## src/rtl/lib_operation.sv

```systemverilog
// Shared operation types for the multi-cycle CPU: instruction stages,
// sequencer control states and the stage-advance helper.
package lib_operation;

  typedef enum logic [1:0] {
    FETCH    = 2'd0,
    DECODE   = 2'd1,
    EXECUTE  = 2'd2,
    MEMSTORE = 2'd3
  } STAGE;

  typedef enum logic [1:0] {
    IDLE   = 2'd0,
    ACTIVE = 2'd1,
    HALTED = 2'd2,
    ERROR  = 2'd3
  } CTRL_STATE;

  // Instruction stage order; MEMSTORE wraps back to FETCH.
  function automatic STAGE next_stage(input STAGE s);
    case (s)
      FETCH:    return DECODE;
      DECODE:   return EXECUTE;
      EXECUTE:  return MEMSTORE;
      MEMSTORE: return FETCH;
      default:  return FETCH;
    endcase
  endfunction

endpackage

```

## src/rtl/mem_wait_timer.sv

```systemverilog
// Counts consecutive cycles a memory request waits for its acknowledge and
// flags expiry in the cycle the wait would reach MEM_TIMEOUT without an ack.
// A request only ever drops when its stage completes or the sequencer leaves
// ACTIVE, so clearing on !req also covers every stage change.
module mem_wait_timer #(
  parameter int MEM_TIMEOUT = 15
) (
  input  logic clk,
  input  logic rst,
  input  logic req,
  input  logic ack,
  output logic expired
);

  localparam int CNT_W = (MEM_TIMEOUT > 0) ? $clog2(MEM_TIMEOUT + 1) : 1;
  localparam int LIMIT = (MEM_TIMEOUT > 0) ? MEM_TIMEOUT - 1 : 0;
  localparam logic [CNT_W-1:0] LIMIT_V = CNT_W'(LIMIT);
  localparam bit TIMER_EN = (MEM_TIMEOUT > 0);

  logic [CNT_W-1:0] wait_cnt_r;
  logic [CNT_W-1:0] wait_cnt_nxt_s;

  // Next wait count: clear when idle or acked, saturate at the limit.
  always_comb begin
    wait_cnt_nxt_s = wait_cnt_r;
    if (!req || ack) begin
      wait_cnt_nxt_s = '0;
    end else if (wait_cnt_r == LIMIT_V) begin
      wait_cnt_nxt_s = wait_cnt_r;
    end else begin
      wait_cnt_nxt_s = wait_cnt_r + CNT_W'(1);
    end
  end

  // Wait counter register.
  always_ff @(posedge clk or posedge rst) begin
    if (rst) begin
      wait_cnt_r <= '0;
    end else begin
      wait_cnt_r <= wait_cnt_nxt_s;
    end
  end

  // An ack in the final cycle wins over expiry.
  assign expired = TIMER_EN && req && !ack && (wait_cnt_r == LIMIT_V);

endmodule

```

## src/rtl/stage_sequencer.sv

```systemverilog
// Control FSM for the multi-cycle CPU: steps FETCH->DECODE->EXECUTE->MEMSTORE,
// handshakes with memory in FETCH and storing MEMSTORE, emits stage-complete
// strobes, counts retired instructions and handles halt, run/stop and timeout.
module stage_sequencer
  import lib_operation::*;
#(
  parameter int RETIRE_W    = 32,
  parameter int MEM_TIMEOUT = 15
) (
  input  logic                clk,
  input  logic                rst,
  input  logic                run,
  input  logic                halt,
  input  logic                store_needs_mem,
  input  logic                mem_ack,
  output logic [1:0]          stage,
  output logic                mem_req,
  output logic                mem_we,
  output logic                fetch_en,
  output logic                decode_en,
  output logic                exec_en,
  output logic                store_en,
  output logic [RETIRE_W-1:0] retired,
  output logic                halted,
  output logic                timeout_err
);

  CTRL_STATE ctrl_r;
  CTRL_STATE ctrl_nxt_s;
  STAGE      stage_r;
  STAGE      stage_nxt_s;

  logic                halt_lat_r;
  logic                store_lat_r;
  logic [RETIRE_W-1:0] retired_r;

  logic req_s;
  logic we_s;
  logic done_s;
  logic expired_s;

  mem_wait_timer #(
    .MEM_TIMEOUT(MEM_TIMEOUT)
  ) u_mem_wait_timer (
    .clk     (clk),
    .rst     (rst),
    .req     (req_s),
    .ack     (mem_ack),
    .expired (expired_s)
  );

  // Control state and stage registers.
  always_ff @(posedge clk or posedge rst) begin
    if (rst) begin
      ctrl_r  <= IDLE;
      stage_r <= FETCH;
    end else begin
      ctrl_r  <= ctrl_nxt_s;
      stage_r <= stage_nxt_s;
    end
  end

  // Next control state and stage; an instruction always runs to MEMSTORE completion.
  always_comb begin
    ctrl_nxt_s  = ctrl_r;
    stage_nxt_s = stage_r;
    case (ctrl_r)
      IDLE: begin
        if (run) begin
          ctrl_nxt_s = ACTIVE;
        end else begin
          ctrl_nxt_s = IDLE;
        end
      end
      ACTIVE: begin
        if (expired_s) begin
          ctrl_nxt_s = ERROR;
        end else if (done_s) begin
          stage_nxt_s = next_stage(stage_r);
          if (stage_r != MEMSTORE) begin
            ctrl_nxt_s = ACTIVE;
          end else if (halt_lat_r) begin
            ctrl_nxt_s = HALTED;
          end else if (!run) begin
            ctrl_nxt_s = IDLE;
          end else begin
            ctrl_nxt_s = ACTIVE;
          end
        end else begin
          ctrl_nxt_s = ACTIVE;
        end
      end
      HALTED:  ctrl_nxt_s = HALTED;
      ERROR:   ctrl_nxt_s = ERROR;
      default: ctrl_nxt_s = ERROR;
    endcase
  end

  // Memory handshake, stage completion and one-cycle completion strobes.
  always_comb begin
    req_s  = 1'b0;
    we_s   = 1'b0;
    done_s = 1'b0;
    if (ctrl_r == ACTIVE) begin
      case (stage_r)
        FETCH: begin
          req_s  = 1'b1;
          done_s = mem_ack;
        end
        DECODE:  done_s = 1'b1;
        EXECUTE: done_s = 1'b1;
        MEMSTORE: begin
          if (store_lat_r) begin
            req_s  = 1'b1;
            we_s   = 1'b1;
            done_s = mem_ack;
          end else begin
            done_s = 1'b1;
          end
        end
        default: done_s = 1'b0;
      endcase
    end else begin
      done_s = 1'b0;
    end
    fetch_en  = done_s && (stage_r == FETCH);
    decode_en = done_s && (stage_r == DECODE);
    exec_en   = done_s && (stage_r == EXECUTE);
    store_en  = done_s && (stage_r == MEMSTORE);
  end

  // Decoder flag latches and retired-instruction counter.
  always_ff @(posedge clk or posedge rst) begin
    if (rst) begin
      halt_lat_r  <= 1'b0;
      store_lat_r <= 1'b0;
      retired_r   <= '0;
    end else begin
      if (decode_en) begin
        halt_lat_r  <= halt;
        store_lat_r <= store_needs_mem;
      end
      if (store_en) begin
        retired_r <= retired_r + RETIRE_W'(1);
      end
    end
  end

  assign stage       = stage_r;
  assign mem_req     = req_s;
  assign mem_we      = we_s;
  assign retired     = retired_r;
  assign halted      = (ctrl_r == HALTED);
  assign timeout_err = (ctrl_r == ERROR);

endmodule

```

## config.mk

```make
export PLATFORM = sky130hd
export DESIGN_NAME = stage_sequencer
export DESIGN_NICKNAME = d
export VERILOG_FILES = /design/src/rtl/lib_operation.sv /design/src/rtl/mem_wait_timer.sv /design/src/rtl/stage_sequencer.sv
export SDC_FILE = /design/constraint.sdc
export NUM_CORES = 1
export LEC_CHECK = 0
export ABC_CLOCK_PERIOD_IN_PS = 4150
export CAP_MARGIN = 25
export CORE_ASPECT_RATIO = 1.1
export CORE_UTILIZATION = 30
export DETAILED_ROUTE_END_ITERATION = 8
export SLEW_MARGIN = 10
export SYNTH_ARGS = -nofsm -noshare
export SYNTH_HDL_FRONTEND = slang
export SYNTH_SLANG_ARGS = --single-unit
```

## constraint.sdc

```tcl
create_clock -name clk -period 4.15 [get_ports clk]
set_input_delay 1.245 -clock clk [delete_from_list [all_inputs] [get_ports clk]]
set_output_delay 1.245 -clock clk [all_outputs]
set_load 0.02 [all_outputs]
```

==> results.sh, run 1 <==
export IMPL_die_y_um=90.4
export IMPL_r2r_cells=7
export IMPL_hold_violations=0
export IMPL_wl_per_cell_um=13.4
export IMPL_overflow=0
export IMPL_setup_worst_path_class="in -> out"
export IMPL_path_max_fanout=6
export IMPL_synth_area_per_cell_um2=10.7
export IMPL_numCtsBuffers=5
export IMPL_slew_violations=0
export IMPL_clock_skew_ns=0.00129
export IMPL_antenna_found_initial=0
export IMPL_leakagePower_nw=1.27
export IMPL_dpl_cell_area_um2=2710
export IMPL_ir_worst_vdd_v=0.000304
export IMPL_firstDrtPassIters=4
export IMPL_grt_pass1_vias=1648
export IMPL_crit_required_ns=2.90
export IMPL_arrival_ns=2.77
export IMPL_fp_row_count=31
export IMPL_clk_pin_slew_worst_paths_ns=0.08
export IMPL_slew_headroom=0.631
export IMPL_synthTopCellsByCount="dfrtp_1, xnor2_1, nand2_1"
export IMPL_ys_ff_latch=42
export IMPL_reg2reg_slack_ns=1.94
export IMPL_rr_startpoint="stage[0]$_DFFE_PP0P_"
export IMPL_design_area_um2=2810
export IMPL_crit_buf_inv=2
export IMPL_cts_sinks=42
export IMPL_clk_latency_ns=0.29
export IMPL_grt_total_usage=0.135
export IMPL_power_per_cell_area_nw_per_um2=438
export IMPL_crit_family="buffers and inverters"
export IMPL_yosysTopAreaCell="dfrtp_1"
export IMPL_slowest_stage="clkdlybuf4s50_1"
export IMPL_n_fill_cell=654
export IMPL_drc=0
export IMPL_synth_cell_types=31
export IMPL_dieWidth_um=82.4
export IMPL_rsz0062_at_grt="false"
export IMPL_fmax_mhz=249
export IMPL_start_util=0.318
export IMPL_r2r_end="retired[1]$_DFFE_PP0P_"
export IMPL_synth_main_ff_cell="dfrtp_1"
export IMPL_ys_seq_area_frac=0.493
export IMPL_die_area_um2=7450
export IMPL_vias=1623
export IMPL_synth_area_um2=2130
export IMPL_core_um2=6710
export IMPL_fin_crit_ns=4.02
export IMPL_endpoint_kind="output pin"
export IMPL_critPathLaunch="mem_ack"
export IMPL_path_cells="clkdlybuf4s50_1, o21bai_4, and3_1, clkdlybuf4s50_1"
export IMPL_syn_nets=214
export IMPL_cts_setup_buffers=0
export IMPL_antenna_cells=0
export IMPL_cts_root_buf="clkbuf_8"
export IMPL_detailedPlacementHpwl_um=3220
export IMPL_cpMostUsedCell="clkdlybuf4s50_1"
export IMPL_maxCapViolations=0
export IMPL_ys_warn_count=0
export IMPL_via_per_inst=4.83
export IMPL_start_kind="input port"
export IMPL_max_stage_delay_ns=0.63
export IMPL_ys_top_cells_by_area="dfrtp_1, xnor2_1, xor2_1"
export IMPL_synth_async_reset_ratio=1.00
export IMPL_wl_um=4510
export IMPL_grt_pass1_wl_um=7750
export IMPL_synth_edf_count=0
export IMPL_holdPathStages=1
export IMPL_hold_end="retired[31]$_DFFE_PP0P_"
export IMPL_setup_violations=0
export IMPL_yosysMostFrequentCell="dfrtp_1"
export IMPL_htree_levels=2
export IMPL_first_iter_violations=60
export IMPL_min_from="retired[31]$_DFFE_PP0P_"
export IMPL_grt_max_degree=43
export IMPL_io_pins=48
export IMPL_syn_to_final_growth_pct=31.5
export IMPL_gp_congestion=0.796
export IMPL_fin_crit_sh=0.968
export IMPL_worst_pin_slew_ns=0.553
export IMPL_total_power_mw=1.23
export IMPL_final_nets=267
export IMPL_outcome="completed"
export IMPL_pre_cts_slack_ns=0.0950
export IMPL_post_route_cells_drive_above_1_share=0.0945
export IMPL_fin_tns_setup_ns=0
export IMPL_syn_inst=200
export IMPL_fin_ws_ns=0.133
export IMPL_cts_tree="done"
export IMPL_io_buffers=47
export IMPL_ant_nets=0
export IMPL_hp_class="reg -> reg"
export IMPL_synth_top_area_share=0.493
export IMPL_cts_buffer_depth=2
-- registers in the layout (all words and copies together) (netlist names) --
| name | cells |
|---|---|
| ctrl_r | 2 |
| u_mem_wait_timer.wait_cnt_r | 4 |
| store_lat_r | 1 |
| retired | 32 |
| stage | 2 |
| halt_lat_r | 1 |
-- per-layer routing --
metal  vias to the layer above  track usage  part of all wire
li1                        795            -                 -
met1                       775        0.183              0.47
met2                        44        0.208              0.46
met3                         9       0.0313             0.050
met4                         0       0.0439             0.016
met5                         -            0                 0
-- what timing repair did --
item                                   4_1_cts  5_1_grt
setup endpoints to repair                    0        1
endpoints found under the hold margin        0        0
hold buffers                                 0        0
gates resized for setup                      0        1
-- logic make-up (layout without fill, tap and decap cells) --
logic type	after synthesis	in the layout	share of synthesized area
multiplexers	3	3	0.0158
buffers and inverters	15	69	0.0276
AO/OA/AOI/OAI	12	12	0.0387
AND/OR/NAND/NOR	87	87	0.243
adder cells (fa/ha/maj)	8	8	0.0469
XOR/XNOR	33	33	0.135
flip-flops	42	42	0.493
-- how the worst max path moves through the flow --
stage	endpoint	slack [ns]	cells after the start
finish	store_en	0.13	4
global route	store_en	0.04	4
CTS	decode_en	0.1	6
detailed placement	decode_en	0.09	6
global placement	decode_en	0.11	6
floorplan	decode_en	0.96	5
-- power breakdown --
group,internal [mW],switching [mW],total (mW)
clock network,0.134,0.142,0.276
logic,0.193,0.234,0.427
registers,0.457,0.0668,0.524
total,0.785,0.443,1.23
-- placed cells by master, fill, tap and decap left out, types with 3 or more instances in the layout --
master,n
nand3_2,3
clkbuf_8,6
nor4_1,9
o21ai_0,4
nor3_1,6
ha_1,8
dfrtp_1,42
buf_4,3
mux2_2,3
inv_1,11
and3_1,5
xnor2_1,21
xor2_1,12
clkdlybuf4s50_1,46
nand3_1,12
nand2_1,19
nor2_1,12
nand4_1,7
-- metrics by stage --
stage	std cells	hold slack, ns	util
5_1_grt	336	0.508	0.418
6_report	336	0.465	0.418
2_1_floorplan	200	0.448	-
4_1_cts	336	0.473	0.418
3_5_place_dp	328	0.463	0.404
3_3_place_gp	328	0.456	0.404
-- layout make-up --
| class | count | area, um^2 | share of cell area |
|---|---|---|---|
| clock buffer | 7 | 86.3 | 0.0308 |
| clock inverter | 1 | 5.00 | 0.00178 |
| inverter | 11 | 41.3 | 0.0147 |
| multi-input combinational | 143 | 1020 | 0.365 |
| sequential | 42 | 1050 | 0.375 |
| tap | 82 | 103 | 0.0366 |
| timing repair buffer | 50 | 495 | 0.177 |
Power figures use the tool's default switching activity.
==> run 2: changes to the inputs <==
Settings changed: CTS_CLUSTER_SIZE from default to 16.
==> results of run 2 <==
Same layout as run 1: the final DEF is identical, and so are final timing and power.
